[src/rtl/pwr_pkg.sv]
// rtl/pwr_pkg.sv - shared constants, weights and read FSM encoding for power counters
package pwr_pkg;

    localparam int CNT_W_DEF    = 16;
    localparam int WEIGHT_W_DEF = 4;

    // Relative switching cost per gate type, mirroring the gate-level power table
    localparam logic [WEIGHT_W_DEF-1:0] P_INV  = 4'd1;
    localparam logic [WEIGHT_W_DEF-1:0] P_AND2 = 4'd2;
    localparam logic [WEIGHT_W_DEF-1:0] P_AND3 = 4'd3;
    localparam logic [WEIGHT_W_DEF-1:0] P_AND4 = 4'd4;
    localparam logic [WEIGHT_W_DEF-1:0] P_AND5 = 4'd5;
    localparam logic [WEIGHT_W_DEF-1:0] P_OR2  = 4'd2;
    localparam logic [WEIGHT_W_DEF-1:0] P_OR3  = 4'd3;
    localparam logic [WEIGHT_W_DEF-1:0] P_OR4  = 4'd4;
    localparam logic [WEIGHT_W_DEF-1:0] P_OR5  = 4'd5;
    localparam logic [WEIGHT_W_DEF-1:0] P_XOR2 = 4'd4;
    localparam logic [WEIGHT_W_DEF-1:0] P_XOR3 = 4'd6;

    typedef enum logic [1:0] {
        ST_IDLE  = 2'd0,
        ST_FETCH = 2'd1,
        ST_RESP  = 2'd2
    } rd_state_e;

endpackage

[src/rtl/pwr_cntr_reader_if.sv]
// rtl/pwr_cntr_reader_if.sv - counter read request/response handshake bundle
interface pwr_cntr_reader_if #(
    parameter int N_NETS = 8,
    parameter int CNT_W  = 16
);
    localparam int IDX_W = (N_NETS > 1) ? $clog2(N_NETS) : 1;

    logic             rd_req;
    logic [IDX_W-1:0] rd_idx;
    logic             rd_valid;
    logic [CNT_W-1:0] rd_data;
    logic             rd_ovf;
    logic             rd_ack;
    logic             busy;

    modport master (
        output rd_req, rd_idx, rd_ack,
        input  rd_valid, rd_data, rd_ovf, busy
    );

    modport slave (
        input  rd_req, rd_idx, rd_ack,
        output rd_valid, rd_data, rd_ovf, busy
    );

endinterface

[src/rtl/pwr_sat_acc.sv]
// rtl/pwr_sat_acc.sv - one saturating weighted event counter with sticky overflow
module pwr_sat_acc #(
    parameter int CNT_W    = 16,
    parameter int WEIGHT_W = 4
) (
    input  logic                clk,
    input  logic                reset,
    input  logic                inc,
    input  logic                clr,
    input  logic [WEIGHT_W-1:0] weight,
    output logic [CNT_W-1:0]    cnt,
    output logic                ovf
);
    localparam int SUM_W = CNT_W + 1;

    logic [CNT_W-1:0] cnt_q, cnt_d;
    logic             ovf_q, ovf_d;
    logic [SUM_W-1:0] base, sum;

    // A clear coinciding with an increment restarts from zero so the new event survives
    always_comb begin
        base  = clr ? '0 : {1'b0, cnt_q};
        sum   = base + SUM_W'(weight);
        cnt_d = cnt_q;
        ovf_d = ovf_q;
        if (clr) begin
            cnt_d = '0;
            ovf_d = 1'b0;
        end
        if (inc) begin
            if (sum[CNT_W]) begin
                cnt_d = '1;
                ovf_d = 1'b1;
            end else begin
                cnt_d = sum[CNT_W-1:0];
            end
        end
    end

    always_ff @(posedge clk or posedge reset) begin
        if (reset) begin
            cnt_q <= '0;
            ovf_q <= 1'b0;
        end else begin
            cnt_q <= cnt_d;
            ovf_q <= ovf_d;
        end
    end

    assign cnt = cnt_q;
    assign ovf = ovf_q;

endmodule

[src/rtl/pwr_cntr_reader.sv]
// rtl/pwr_cntr_reader.sv - rising-edge weighted power counters with handshake readback
module pwr_cntr_reader
    import pwr_pkg::*;
#(
    parameter int N_NETS    = 8,
    parameter int CNT_W     = CNT_W_DEF,
    parameter int WEIGHT_W  = WEIGHT_W_DEF,
    parameter int CLR_ON_RD = 1
) (
    input  logic                       clk,
    input  logic                       reset,
    input  logic                       enable,
    input  logic [N_NETS-1:0]          nets,
    input  logic [N_NETS*WEIGHT_W-1:0] weights,
    pwr_cntr_reader_if.slave           rd_if
);
    localparam int IDX_W = (N_NETS > 1) ? $clog2(N_NETS) : 1;

    logic [N_NETS-1:0] s1_q, s1_d, s2_q, s2_d, s3_q, s3_d;
    logic [2:0]        prime_q, prime_d;
    logic [N_NETS-1:0] edge_vec, inc_vec, clr_vec;
    logic [N_NETS-1:0][CNT_W-1:0] cnt_all;
    logic [N_NETS-1:0] ovf_all;

    rd_state_e         state_q;
    logic [IDX_W-1:0]  idx_q;
    logic [CNT_W-1:0]  rd_data_q;
    logic              rd_ovf_q, rd_valid_q, busy_q;
    logic              idx_ok, fetch_clr;

    // Prime only qualifies edges once s3 has caught up, so a net high through reset never counts
    always_comb begin
        s1_d    = nets;
        s2_d    = s1_q;
        s3_d    = s2_q;
        prime_d = {prime_q[1:0], 1'b1};
    end

    always_ff @(posedge clk or posedge reset) begin
        if (reset) begin
            s1_q    <= '0;
            s2_q    <= '0;
            s3_q    <= '0;
            prime_q <= '0;
        end else begin
            s1_q    <= s1_d;
            s2_q    <= s2_d;
            s3_q    <= s3_d;
            prime_q <= prime_d;
        end
    end

    assign edge_vec  = s2_q & ~s3_q & {N_NETS{prime_q[2]}};
    assign inc_vec   = edge_vec & {N_NETS{enable}};
    assign idx_ok    = int'(idx_q) < N_NETS;
    assign fetch_clr = (state_q == ST_FETCH) && (CLR_ON_RD != 0) && idx_ok;

    for (genvar i = 0; i < N_NETS; i++) begin : g_acc
        assign clr_vec[i] = fetch_clr && (idx_q == IDX_W'(i));

        pwr_sat_acc #(
            .CNT_W    (CNT_W),
            .WEIGHT_W (WEIGHT_W)
        ) u_acc (
            .clk    (clk),
            .reset  (reset),
            .inc    (inc_vec[i]),
            .clr    (clr_vec[i]),
            .weight (weights[i*WEIGHT_W +: WEIGHT_W]),
            .cnt    (cnt_all[i]),
            .ovf    (ovf_all[i])
        );
    end

    // Response stays frozen in RESP until acked; capture happens in the same cycle as the clear
    always_ff @(posedge clk or posedge reset) begin
        if (reset) begin
            state_q    <= ST_IDLE;
            idx_q      <= '0;
            rd_data_q  <= '0;
            rd_ovf_q   <= 1'b0;
            rd_valid_q <= 1'b0;
            busy_q     <= 1'b0;
        end else begin
            case (state_q)
                ST_IDLE: begin
                    if (rd_if.rd_req) begin
                        idx_q   <= rd_if.rd_idx;
                        busy_q  <= 1'b1;
                        state_q <= ST_FETCH;
                    end
                end
                ST_FETCH: begin
                    rd_data_q  <= idx_ok ? cnt_all[idx_q] : '0;
                    rd_ovf_q   <= idx_ok ? ovf_all[idx_q] : 1'b0;
                    rd_valid_q <= 1'b1;
                    state_q    <= ST_RESP;
                end
                ST_RESP: begin
                    if (rd_if.rd_ack) begin
                        rd_valid_q <= 1'b0;
                        busy_q     <= 1'b0;
                        state_q    <= ST_IDLE;
                    end
                end
                default: begin
                    rd_valid_q <= 1'b0;
                    busy_q     <= 1'b0;
                    state_q    <= ST_IDLE;
                end
            endcase
        end
    end

    assign rd_if.rd_valid = rd_valid_q;
    assign rd_if.rd_data  = rd_data_q;
    assign rd_if.rd_ovf   = rd_ovf_q;
    assign rd_if.busy     = busy_q;

endmodule
[src/flat_wrapper.sv]
// flat-port wrapper written by rule: the top's interface ports become plain ports
module pwr_cntr_reader_flat import pwr_pkg::*;
#(
    parameter int N_NETS    = 8,
    parameter int CNT_W     = CNT_W_DEF,
    parameter int WEIGHT_W  = WEIGHT_W_DEF,
    parameter int CLR_ON_RD = 1
)
  (clk, reset, enable, nets, weights, rd_if_rd_req, rd_if_rd_idx, rd_if_rd_ack, rd_if_rd_valid, rd_if_rd_data, rd_if_rd_ovf, rd_if_busy);
  pwr_cntr_reader_if #(.N_NETS(N_NETS), .CNT_W(CNT_W)) rd_if_i ();
  input  logic clk;
  input  logic reset;
  input  logic enable;
  input  logic [N_NETS-1:0] nets;
  input  logic [N_NETS*WEIGHT_W-1:0] weights;
  input wire logic [$bits(rd_if_i.rd_req)-1:0] rd_if_rd_req;
  input wire logic [$bits(rd_if_i.rd_idx)-1:0] rd_if_rd_idx;
  input wire logic [$bits(rd_if_i.rd_ack)-1:0] rd_if_rd_ack;
  output wire logic [$bits(rd_if_i.rd_valid)-1:0] rd_if_rd_valid;
  output wire logic [$bits(rd_if_i.rd_data)-1:0] rd_if_rd_data;
  output wire logic [$bits(rd_if_i.rd_ovf)-1:0] rd_if_rd_ovf;
  output wire logic [$bits(rd_if_i.busy)-1:0] rd_if_busy;
  assign rd_if_i.rd_req = rd_if_rd_req;
  assign rd_if_i.rd_idx = rd_if_rd_idx;
  assign rd_if_i.rd_ack = rd_if_rd_ack;
  assign rd_if_rd_valid = rd_if_i.rd_valid;
  assign rd_if_rd_data = rd_if_i.rd_data;
  assign rd_if_rd_ovf = rd_if_i.rd_ovf;
  assign rd_if_busy = rd_if_i.busy;
  pwr_cntr_reader #(.N_NETS(N_NETS), .CNT_W(CNT_W), .WEIGHT_W(WEIGHT_W), .CLR_ON_RD(CLR_ON_RD)) u_core (.clk(clk), .reset(reset), .enable(enable), .nets(nets), .weights(weights), .rd_if(rd_if_i));
endmodule
[config.mk]
export PLATFORM = sky130hd
export DESIGN_NAME = pwr_cntr_reader_flat
export DESIGN_NICKNAME = d
export VERILOG_FILES = /design/src/rtl/pwr_pkg.sv /design/src/rtl/pwr_cntr_reader_if.sv /design/src/rtl/pwr_sat_acc.sv /design/src/rtl/pwr_cntr_reader.sv /design/src/flat_wrapper.sv
export SDC_FILE = /design/constraint.sdc
export NUM_CORES = 1
export LEC_CHECK = 0
export BUFFER_PORTS_ARGS = -buffer_cell sky130_fd_sc_hd__buf_2
export CORE_ASPECT_RATIO = 0.9
export CORE_MARGIN = 10
export CORE_UTILIZATION = 60
export CTS_CLUSTER_SIZE = 14
export DETAILED_ROUTE_END_ITERATION = 6
export PLACE_DENSITY = 0.79
export SLEW_MARGIN = 20
export SYNTH_ARGS = -nofsm -noshare
export SYNTH_HDL_FRONTEND = slang
export SYNTH_SLANG_ARGS = --single-unit
[constraint.sdc]
create_clock -name clk -period 12.9 [get_ports clk]
set_input_delay 2.58 -clock clk [delete_from_list [all_inputs] [get_ports clk]]
set_output_delay 2.58 -clock clk [all_outputs]
set_load 0.01 [all_outputs]
---- After elaboration in Yosys (flattened, before gate mapping) ----
Cells that the tools add are included.
storage, ports and cells
  bits in registers ....................... 187
  output and inout bits ................... 19
cells by class
  reductions and logical operators ........ 22
  bitwise logic cells ..................... 6
  add/sub/neg operators ................... 8
  $lt $le $gt $ge ......................... 1
  mux-type cells .......................... 67
  equal/unequal tests ..................... 11
operators by type and width
  kind                count
  $mux 16             33
  $add 17x4->17       8
  $bmux 16 s3         1
  $mux 1              27
  $and 8x8->8         3
  $reduce_bool 2->1   8
  $eq 3x3->1 const B  4
  $logic_and 1x1->1   8
  $not 8->8           1
  $eq 3x2->1 const B  2
  $pmux 1 s3          2
  $pmux 2 s3          1
  $reduce_and 2->1    3
  $lt 3x4->1 const B  1
  $mux 2              2
  $ne 2x2->1 const B  2
  $bmux 1 s3          1
  $eq 3x1->1 const B  1
  $logic_not 3->1     1
  $reduce_and 3->1    1
  $eq 2x1->1 const B  1
  $eq 2x2->1 const B  1
  $logic_not 2->1     1
  $not 1->1           2

---- Longest topological paths before layout ----
Gate-level depths: netlist (run 1).
  depth in word-level cells ............... 6
  depth in mapped cells ................... 13

---- By module ----
A second synthesis (run 1) with hierarchy kept.
second synthesis, totals
  cells, all modules ...................... 1180
  area, all modules ....................... 11959.0 um^2
modules (own cells, without submodules)
  module                                   instances  area each (um^2)  cells each
  pwr_sat_acc (u_core.g_acc[0].u_acc ...)  5          1152.4            114
  pwr_cntr_reader                          1          2894.0            247
  pwr_sat_acc (u_core.g_acc[6].u_acc ...)  2          1088.5            120
  pwr_sat_acc (u_core.g_acc[4].u_acc)      1          1126.1            123

---- Worst setup path after synthesis (run 1) ----
Ideal clock, no wire load.
  path kind ............................... input port to flip-flop
  start point ............................. input weights[24]
  end point ............................... register u_core.g_acc[6].u_acc.cnt_q[2]
  required time ........................... 12.774 ns
  stages .................................. 6
  arrival ................................. 4.251 ns
  path buffers ............................ 0
  library setup time ...................... 0.126 ns
  path slack .............................. 8.523 ns
  path through ............................ ha_1 > fa_1 > a21o_1 > a21oi_1 > nor4_1 > a221o_1
on the way
  word-level cells in the longest chain between the ends .. 3
ends and longest elaborated chain
  item                  RTL line            RTL
  from (decl)           flat_wrapper.sv:15  input logic [N_NETS*WEIGHT_W-1:0] weights;
  $add 17x4->17         pwr_sat_acc.sv:23   sum = base + SUM_W'(weight);
  $mux 16               pwr_sat_acc.sv:31   if (sum[CNT_W]) begin
  $mux 16               pwr_sat_acc.sv:30   if (inc) begin
  to (signal assigned)  pwr_sat_acc.sv:45   cnt_q <= cnt_d;
  to (decl)             pwr_sat_acc.sv:16   logic [CNT_W-1:0] cnt_q, cnt_d;
Every way passes these cells.
A chain may end at the register's enable or synchronous reset.

---- Final worst setup path (run 1) ----
  start point ............................. input enable
  end point ............................... register u_core.g_acc[0].u_acc.cnt_q[8]
on the way
  word-level cells in the longest chain between the ends .. 2
ends and longest elaborated chain
  item                                                 RTL line               RTL
  from (decl)                                          flat_wrapper.sv:13     input logic enable;
  $and 8x8->8 (*)                                      pwr_cntr_reader.sv:54  assign inc_vec = edge_vec & {N_NETS{enable}};
  $mux 16 / $reduce_bool 2->1 (equally long branches)  n/a
  to (signal assigned)                                 pwr_sat_acc.sv:45
  to (decl)                                            pwr_sat_acc.sv:16
Every way passes the cells marked *; elsewhere a longest branch is shown, timed or not.

==> results of run 1 <==
## where the power goes
| part | switching, mW | internal [mW] |
|---|---|---|
| clock network | 0.233 | 0.301 |
| registers | 0.147 | 0.700 |
| logic | 0.441 | 0.376 |
| total | 0.820 | 1.38 |
## cells in the mapped netlist (4+ instances only)
library cell,number,area share (%)
nand4b_1,7,0.57
a2bb2oi_1,8,0.65
xor2_1,19,1.6
dfrtp_1,187,44
a22oi_1,8,0.56
or4_1,4,0.28
a211o_1,6,0.49
clkbuf_1,24,0.84
nor4b_1,6,0.49
and2_1,25,1.5
nand2_1,76,2.7
buf_4,5,0.35
fa_1,8,1.5
ha_1,32,3.7
o21a_1,8,0.56
nor3_2,4,0.37
nand3_1,24,1.1
nand2b_1,6,0.35
and4_1,8,0.65
inv_1,21,0.74
a21o_1,16,1.1
xnor2_1,47,3.8
nor3b_1,12,0.84
o21ai_0,57,2.7
buf_2,12,0.56
o211ai_1,4,0.28
o22ai_1,14,0.82
o211a_1,6,0.56
mux2i_1,23,2.1
nor3_1,36,1.7
nor4_1,9,0.53
nor2_1,45,1.6
or3_1,7,0.41
mux4_2,33,6.9
a21oi_1,64,3.0
nand4_1,13,0.76
and3_1,13,0.76
nor4_2,4,0.47
a31oi_1,18,1.1
nor2b_1,11,0.64
a211oi_1,13,0.91
mux2_2,4,0.42
## cell families after synthesis
logic type,count (synthesis),synth area share (%)
and+or+nand+nor,341,18.6
AOI/OAI and AO/OA,243,14.4
DFF,187,43.7
buffers and inverters,67,2.88
xor gates and xnor gates,66,5.39
muxes,61,9.75
adders and majority gates,40,5.23
other,1,0.0350
## worst paths after layout
path                            slack, ns                             to             from
worst min register to register       0.35                 u_core.s2_q[5]   u_core.s1_q[5]
worst max-delay path                 8.27   u_core.g_acc[0].u_acc.cnt[8]           enable
worst min-delay path                 0.35                 u_core.s2_q[5]   u_core.s1_q[5]
min in group asynchronous            2.17              u_core.prime_q[1]            reset
max in group asynchronous            9.47  u_core.g_acc[0].u_acc.cnt[13]            reset
worst max register to register       8.56   u_core.g_acc[3].u_acc.cnt[7]  u_core.idx_q[1]
## worst reg2reg max path: stages, from the launching register on
cell and delay [ns]:
dfrtp_2 1.01, inv_1 0.28, or4_1 0.69, and2_1 0.26, ha_1 0.23, fa_1 0.41
a21o_1 0.17, a21oi_1 0.44, nor2_1 0.25, nand3_1 0.30, o21ai_0 0.16
## through the flow
step | setup slack [ns] | cells | instance area, µm²
2_1_floorplan | 5.23 | 1006 | 10700
3_3_place_gp | 8.06 | 1277 | 11200
3_5_place_dp | 7.92 | 1277 | 11200
4_1_cts | 8.32 | 1309 | 11800
5_1_grt | 8.07 | 1309 | 11800
6_report | 8.27 | 1309 | 11800
## cell usage in the layout (no fill, tap or decap), types with 11 or more instances in the layout
| cell | netlist | layout |
|---|---|---|
| nor3b_1 | 12 | 12 |
| o22ai_1 | 14 | 14 |
| a21o_1 | 16 | 16 |
| mux4_2 | 33 | 33 |
| dfrtp_1 | 187 | 185 |
| inv_1 | 21 | 20 |
| o21ai_0 | 57 | 57 |
| a211oi_1 | 13 | 13 |
| and3_1 | 13 | 13 |
| mux2i_1 | 23 | 23 |
| xor2_1 | 19 | 19 |
| nand3_1 | 24 | 24 |
| nor2_1 | 45 | 45 |
| clkbuf_16 | 0 | 17 |
| xnor2_1 | 47 | 47 |
| nor2b_1 | 11 | 11 |
| buf_2 | 12 | 66 |
| nand2_1 | 76 | 76 |
| a31oi_1 | 18 | 18 |
| nor3_1 | 36 | 36 |
| a21oi_1 | 64 | 64 |
| nand4_1 | 13 | 13 |
| buf_4 | 5 | 11 |
| and2_1 | 25 | 25 |
| ha_1 | 32 | 32 |
## layer usage
metal	routed length (µm)	up-vias	GRT usage, %
met5	0	-	0
met4	798	0	9.41
met3	2450	57	6.34
met2	11900	363	32.5
met1	12100	4219	32.9
li1	-	3858	-
## final cells by class
| cell class | count | area [µm²] |
|---|---|---|
| clock buffers | 22 | 474 |
| clock inverters | 10 | 114 |
| fillers | 1320 | 5750 |
| inverters | 21 | 83.8 |
| multi-input cells | 752 | 5730 |
| flip-flops and latches | 187 | 4680 |
| well taps | 240 | 300 |
| repair buffers | 77 | 413 |
## flip-flops by register name (all words and copies together) (netlist names)
signal and flops:
u_core.state_q 2, u_core.rd_if.rd_ovf 1, u_core.idx_q 3, u_core.rd_if.rd_valid 1
u_core.rd_if.busy 1, u_core.s2_q 8, u_core.s3_q 8, u_core.g_acc.u_acc.cnt 128
u_core.s1_q 8, u_core.rd_if.rd_data 16, u_core.g_acc.u_acc.ovf 8, u_core.prime_q 3
==> flow_metrics.py, run 1 <==
metrics = {
    "status": {
        "status": "completed",
    },
    "drt": {
        "via_per_inst": 6.49,
        "wl_um": 27200,
        "drt_iter0_markers": 849,
        "vias": 8497,
        "drt.antenna.violating_nets": 0,
        "drt_pass1_iterations": 5,
        "wl_per_cell_um": 20.8,
        "remaining_drc_errors": 0,
    },
    "placed_design": {
        "dp_hpwl_um": 19500,
        "place.gp.congestion": 0.934,
        "port-buffer-count": 66,
    },
    "logic_synthesis": {
        "ys_warn_count": 0,
        "avgSynthCellArea_um2": 10.7,
        "synth_edf_count": 0,
        "ys_seq_area_share_pct": 43.7,
        "syn_inst": 1006,
        "synth-seq-cells": 187,
        "ys.flop_type": "dfrtp_1",
        "synthesis.area_um2": 10700,
        "synth.distinct_cells": 83,
        "synthesis.nets": 1094,
        "async_flop_share_pct": 100,
    },
    "die": {
        "die_height_um": 147,
        "coreArea_um2": 17600,
        "fp.dieW_um": 161,
        "rows": 46,
        "boundaryPins": 67,
        "dieArea_um2": 23600,
        "start_util_pct": 61.0,
    },
    "worst_hold_path": {
        "hold_path.class": "flip-flop to flip-flop",
        "hold_path_depth": 0,
    },
    "critical_path": {
        "worstPathCellList": "buf_2, nand4b_1, nor2b_1, nor2b_1, a221oi_1",
        "cp.depth": 5,
        "critPathKind": "input port to flip-flop",
        "path_buf_inv": 1,
        "cpLargestDelayFamily": "simple AND/OR/NAND/NOR gates",
        "rr_worst_depth": 10,
        "cp.arrival_ns": 4.92,
        "path_max_fanout": 15,
        "slowest_delay_ns": 0.94,
        "cp_slowest_cell": "nor2b_1",
        "cp-end-kind": "flip-flop",
        "start_kind": "input port",
        "required_ns": 13.20,
        "critPathMostFrequentCell": "nor2b_1",
    },
    "global_route": {
        "grt_pass1_vias": 8118,
        "antenna_found_initial": 0,
        "grt-ovfl-total": 0,
        "grt_max_degree": 68,
        "grt_usage_pct": 23.1,
        "grt_pass1_wl_um": 43700,
    },
    "sta": {
        "timing.fmax_ghz": 0.216,
        "rsz0062_at_grt": "false",
        "worstMarginPinSlew_ns": 0.984,
        "hold-worst-slack_ns": 0.349,
        "finalHoldViolations": 0,
        "finalClockSkew_ns": 0.0147,
        "drv_slew": 0,
        "setup_viol": 0,
        "fin_crit_ns": 4.63,
        "fin_crit_sh_pct": 35.9,
        "maxSlewHeadroom_pct": 34.4,
        "fin_setup_tns_ns": 0,
    },
    "cts": {
        "cts_tree": "built",
        "clock-root-buffer": "clkbuf_16",
        "cts.reportedPaths.clkPinSlew_ns": 0.06,
        "cts.sinks": 187,
        "post_cts_buffers": 0,
        "cts_buffers": 17,
        "cts_resized": 0,
        "clock_latency_ns": 0.44,
        "htree_levels": 4,
        "holdBufCountCts": 0,
        "clockBufferDepth": 2,
    },
    "cells_and_area": {
        "area_growth_pct": 10.1,
        "nets": 1144,
        "drive_above_1_share_pct": 17.0,
        "antenna_cells": 0,
        "fin_util_pct": 67.2,
    },
    "pwr": {
        "p_leak_nw": 5.17,
        "total_power_mw": 2.20,
        "ir_worst_vdd_uv": 116,
        "power_density_nw_per_um2": 186,
    },
    "flow_run": {
        "drv_cap": 0,
    },
}
No activity file was read; power rests on OpenSTA's default activity.
==> inputs of run 2 (changes only) <==
--- a/config.mk
+++ b/config.mk
@@ -5,13 +5,14 @@
 export SDC_FILE = /design/constraint.sdc
 export NUM_CORES = 1
 export LEC_CHECK = 0
+export ABC_AREA = 1
 export BUFFER_PORTS_ARGS = -buffer_cell sky130_fd_sc_hd__buf_2
 export CORE_ASPECT_RATIO = 0.9
 export CORE_MARGIN = 10
-export CORE_UTILIZATION = 60
+export CORE_UTILIZATION = 56
 export CTS_CLUSTER_SIZE = 14
 export DETAILED_ROUTE_END_ITERATION = 6
-export PLACE_DENSITY = 0.79
+export PLACE_DENSITY = 0.77
 export SLEW_MARGIN = 20
 export SYNTH_ARGS = -nofsm -noshare
 export SYNTH_HDL_FRONTEND = slang
==> constraint.sdc (replaced) <==
create_clock -name clk -period 4.05 [get_ports clk]
set_input_delay 0.81 -clock clk [delete_from_list [all_inputs] [get_ports clk]]
set_output_delay 0.81 -clock clk [all_outputs]
set_load 0.01 [all_outputs]
==> flow_metrics.py, run 2 <==
metrics = {
    "drt": {
        "wl_um": 31400,
        "drt_pass1_iterations": 6,
        "drt_iter0_markers": 1240,
        "vias": 10800,
        "via_per_inst": 5.71,
        "remaining_drc_errors": 0,
        "drt.antenna.violating_nets": 0,
        "wl_per_cell_um": 16.5,
    },
    "pwr": {
        "p_seq_share_pct": 37.6,
        "clock_power_share_pct": 22.7,
        "p_leak_nw": 6.40,
        "p_comb_share_pct": 39.7,
        "internal_power_mw": 4.21,
        "ir_worst_vdd_uv": 354,
        "total_power_mw": 7.42,
        "sw_frac_of_total_pct": 43.3,
        "power.switching_mw": 3.21,
        "power_density_nw_per_um2": 579,
    },
    "logic_synthesis": {
        "yosysMostFrequentCell": "nand2_1",
        "avgSynthCellArea_um2": 7.47,
        "async_flop_share_pct": 100,
        "synth.distinct_cells": 54,
        "ys_seq_area_share_pct": 40.1,
        "syn_inst": 1564,
        "yosys.area.top_type": "dfrtp_1",
        "yosys-top-cells-area": "dfrtp_1 40%, nand2_1 12%, nand3_1 7.8%, nor2_1 6.3%, inv_1 6.2%",
        "synth_edf_count": 0,
        "synthesis.area_um2": 11700,
        "synth_common_cells": "365 x nand2_1, 196 x nor2_1, 192 x inv_1",
        "ys_warn_count": 0,
        "synth_top_area_share_pct": 40.1,
        "ys.flop_type": "dfrtp_1",
        "synthesis.nets": 1652,
        "synth-seq-cells": 187,
    },
    "sta": {
        "hold-worst-slack_ns": 0.351,
        "setup_viol": 0,
        "fin_setup_tns_ns": 0,
        "fin_crit_sh_pct": 84.0,
        "drv_slew": 0,
        "maxSlewHeadroom_pct": 51.9,
        "worstMarginPinSlew_ns": 0.719,
        "finalHoldViolations": 0,
        "rsz0062_at_grt": "false",
        "fin_crit_ns": 3.40,
        "finalClockSkew_ns": 0.0125,
        "timing.fmax_ghz": 0.294,
    },
    "status": {
        "status": "completed",
    },
    "cts": {
        "post_cts_buffers": 0,
        "cts_tree": "built",
        "clock_latency_ns": 0.45,
        "cts_buffers": 17,
        "cts.sinks": 187,
        "cts_resized": 0,
        "clockBufferDepth": 2,
        "clock-root-buffer": "clkbuf_16",
        "htree_levels": 4,
        "holdBufCountCts": 0,
        "cts.reportedPaths.clkPinSlew_ns": 0.08,
    },
    "die": {
        "start_util_pct": 56.6,
        "rows": 50,
        "coreArea_um2": 20600,
        "fp.dieW_um": 172,
        "dieArea_um2": 27000,
        "boundaryPins": 67,
        "die_height_um": 157,
    },
    "cells_and_area": {
        "area_growth_pct": 9.74,
        "drive_above_1_share_pct": 13.4,
        "final_cell_area_um2": 12800,
        "nets": 1713,
        "largest_register_ffs": 128,
        "fillers": 1797,
        "layout_commonest_cell": "nand2_1",
        "antenna_cells": 0,
        "fin_cells": 1898,
        "final_cell_mix": "365 x nand2_1, 196 x nor2_1, 191 x inv_1",
    },
    "global_route": {
        "grt-ovfl-total": 0,
        "grt_pass1_wl_um": 51000,
        "antenna_found_initial": 0,
        "grt_usage_pct": 23.7,
        "grt_max_degree": 127,
        "grt_pass1_vias": 9941,
    },
    "placed_design": {
        "placed_area_um2": 12200,
        "dp.cells": 1866,
        "port-buffer-count": 66,
        "place.gp.congestion": 0.964,
        "dp_hpwl_um": 23800,
    },
    "critical_path": {
        "path_max_fanout": 20,
        "cp-end-kind": "flip-flop",
        "required_ns": 4.37,
        "start_kind": "flip-flop",
        "cp.arrival_ns": 3.72,
        "critPathKind": "flip-flop to flip-flop",
        "rr_worst_depth": 14,
    },
    "flow_run": {
        "drv_cap": 0,
    },
    "worst_hold_path": {
        "hold_path.class": "input port to async pin",
    },
}
## run 2: worst max-delay path, cell delays in order, from the launching register on
cell	delay [ns]
dfrtp_1	0.42
inv_2	0.10
nand2_4	0.18
nor2_4	0.44
nand2_4	0.22
inv_2	0.22
nor2_1	0.09
ha_1	0.22
fa_1	0.41
a21oi_1	0.30
nor2_1	0.08
nand2_1	0.11
nor2_2	0.07
nand2_2	0.26
o21ai_0	0.15
## run 2: power by group through the flow
| stage | combinational, mW | sequential, mW | clock (mW) |
|---|---|---|---|
| finish | 2.95 | 2.79 | 1.69 |
| global route | 3.31 | 2.84 | 1.79 |
| CTS | 2.91 | 2.77 | 1.71 |
| detailed placement | 2.89 | 2.79 | 0 |
| global placement | 2.80 | 2.79 | 0 |
| floorplan | 2.19 | 2.66 | 0 |
## run 2: area by class of cell
| type | instances | area [µm²] | area share (%) |
|---|---|---|---|
| clock buffers | 17 | 425 | 3.32 |
| multi-input cells | 1129 | 5980 | 46.6 |
| flip-flops and latches | 187 | 4680 | 36.5 |
| well taps | 260 | 325 | 2.54 |
| repair buffers | 77 | 425 | 3.32 |
| inverters | 213 | 806 | 6.29 |
| clock inverters | 15 | 180 | 1.41 |
## run 2: per-layer routing
metal | GRT usage (%) | routed length (µm)
met5 | 0 | 0
met3 | 5.84 | 2820
met2 | 34.1 | 13400
met1 | 34.3 | 14400
met4 | 7.22 | 745
## run 2: through the flow
stage | setup slack, ns | utilization [%]
2_1_floorplan | 0.834 | -
3_3_place_gp | 0.822 | 59.2
3_5_place_dp | 0.689 | 59.2
4_1_cts | 0.676 | 62.1
5_1_grt | 0.370 | 62.1
6_report | 0.648 | 62.1
## run 2: cell families (layout without fill, tap and decap cells)
| family | Yosys count | count (layout) | share of synthesized area, % |
|---|---|---|---|
| xor gates and xnor gates | 11 | 11 | 0.825 |
| other | 1 | 1 | 0.0321 |
| DFF | 187 | 187 | 40.1 |
| and+or+nand+nor | 886 | 886 | 36.0 |
| AOI/OAI and AO/OA | 191 | 191 | 9.55 |
| adders and majority gates | 40 | 40 | 4.80 |
| buffers and inverters | 248 | 322 | 8.77 |
## run 2: final timing paths
check,from,slack (ns),to
max reg2reg,u_core.state_q[1],0.65,u_core.g_acc[2].u_acc.cnt[1]
max,u_core.state_q[1],0.65,u_core.g_acc[2].u_acc.cnt[1]
min in group clk,u_core.s1_q[2],0.35,u_core.s2_q[2]
min,reset,0.35,u_core.g_acc[3].u_acc.cnt[1]
max in group asynchronous,reset,2.73,u_core.g_acc[1].u_acc.cnt[4]
min reg2reg,u_core.s1_q[2],0.35,u_core.s2_q[2]
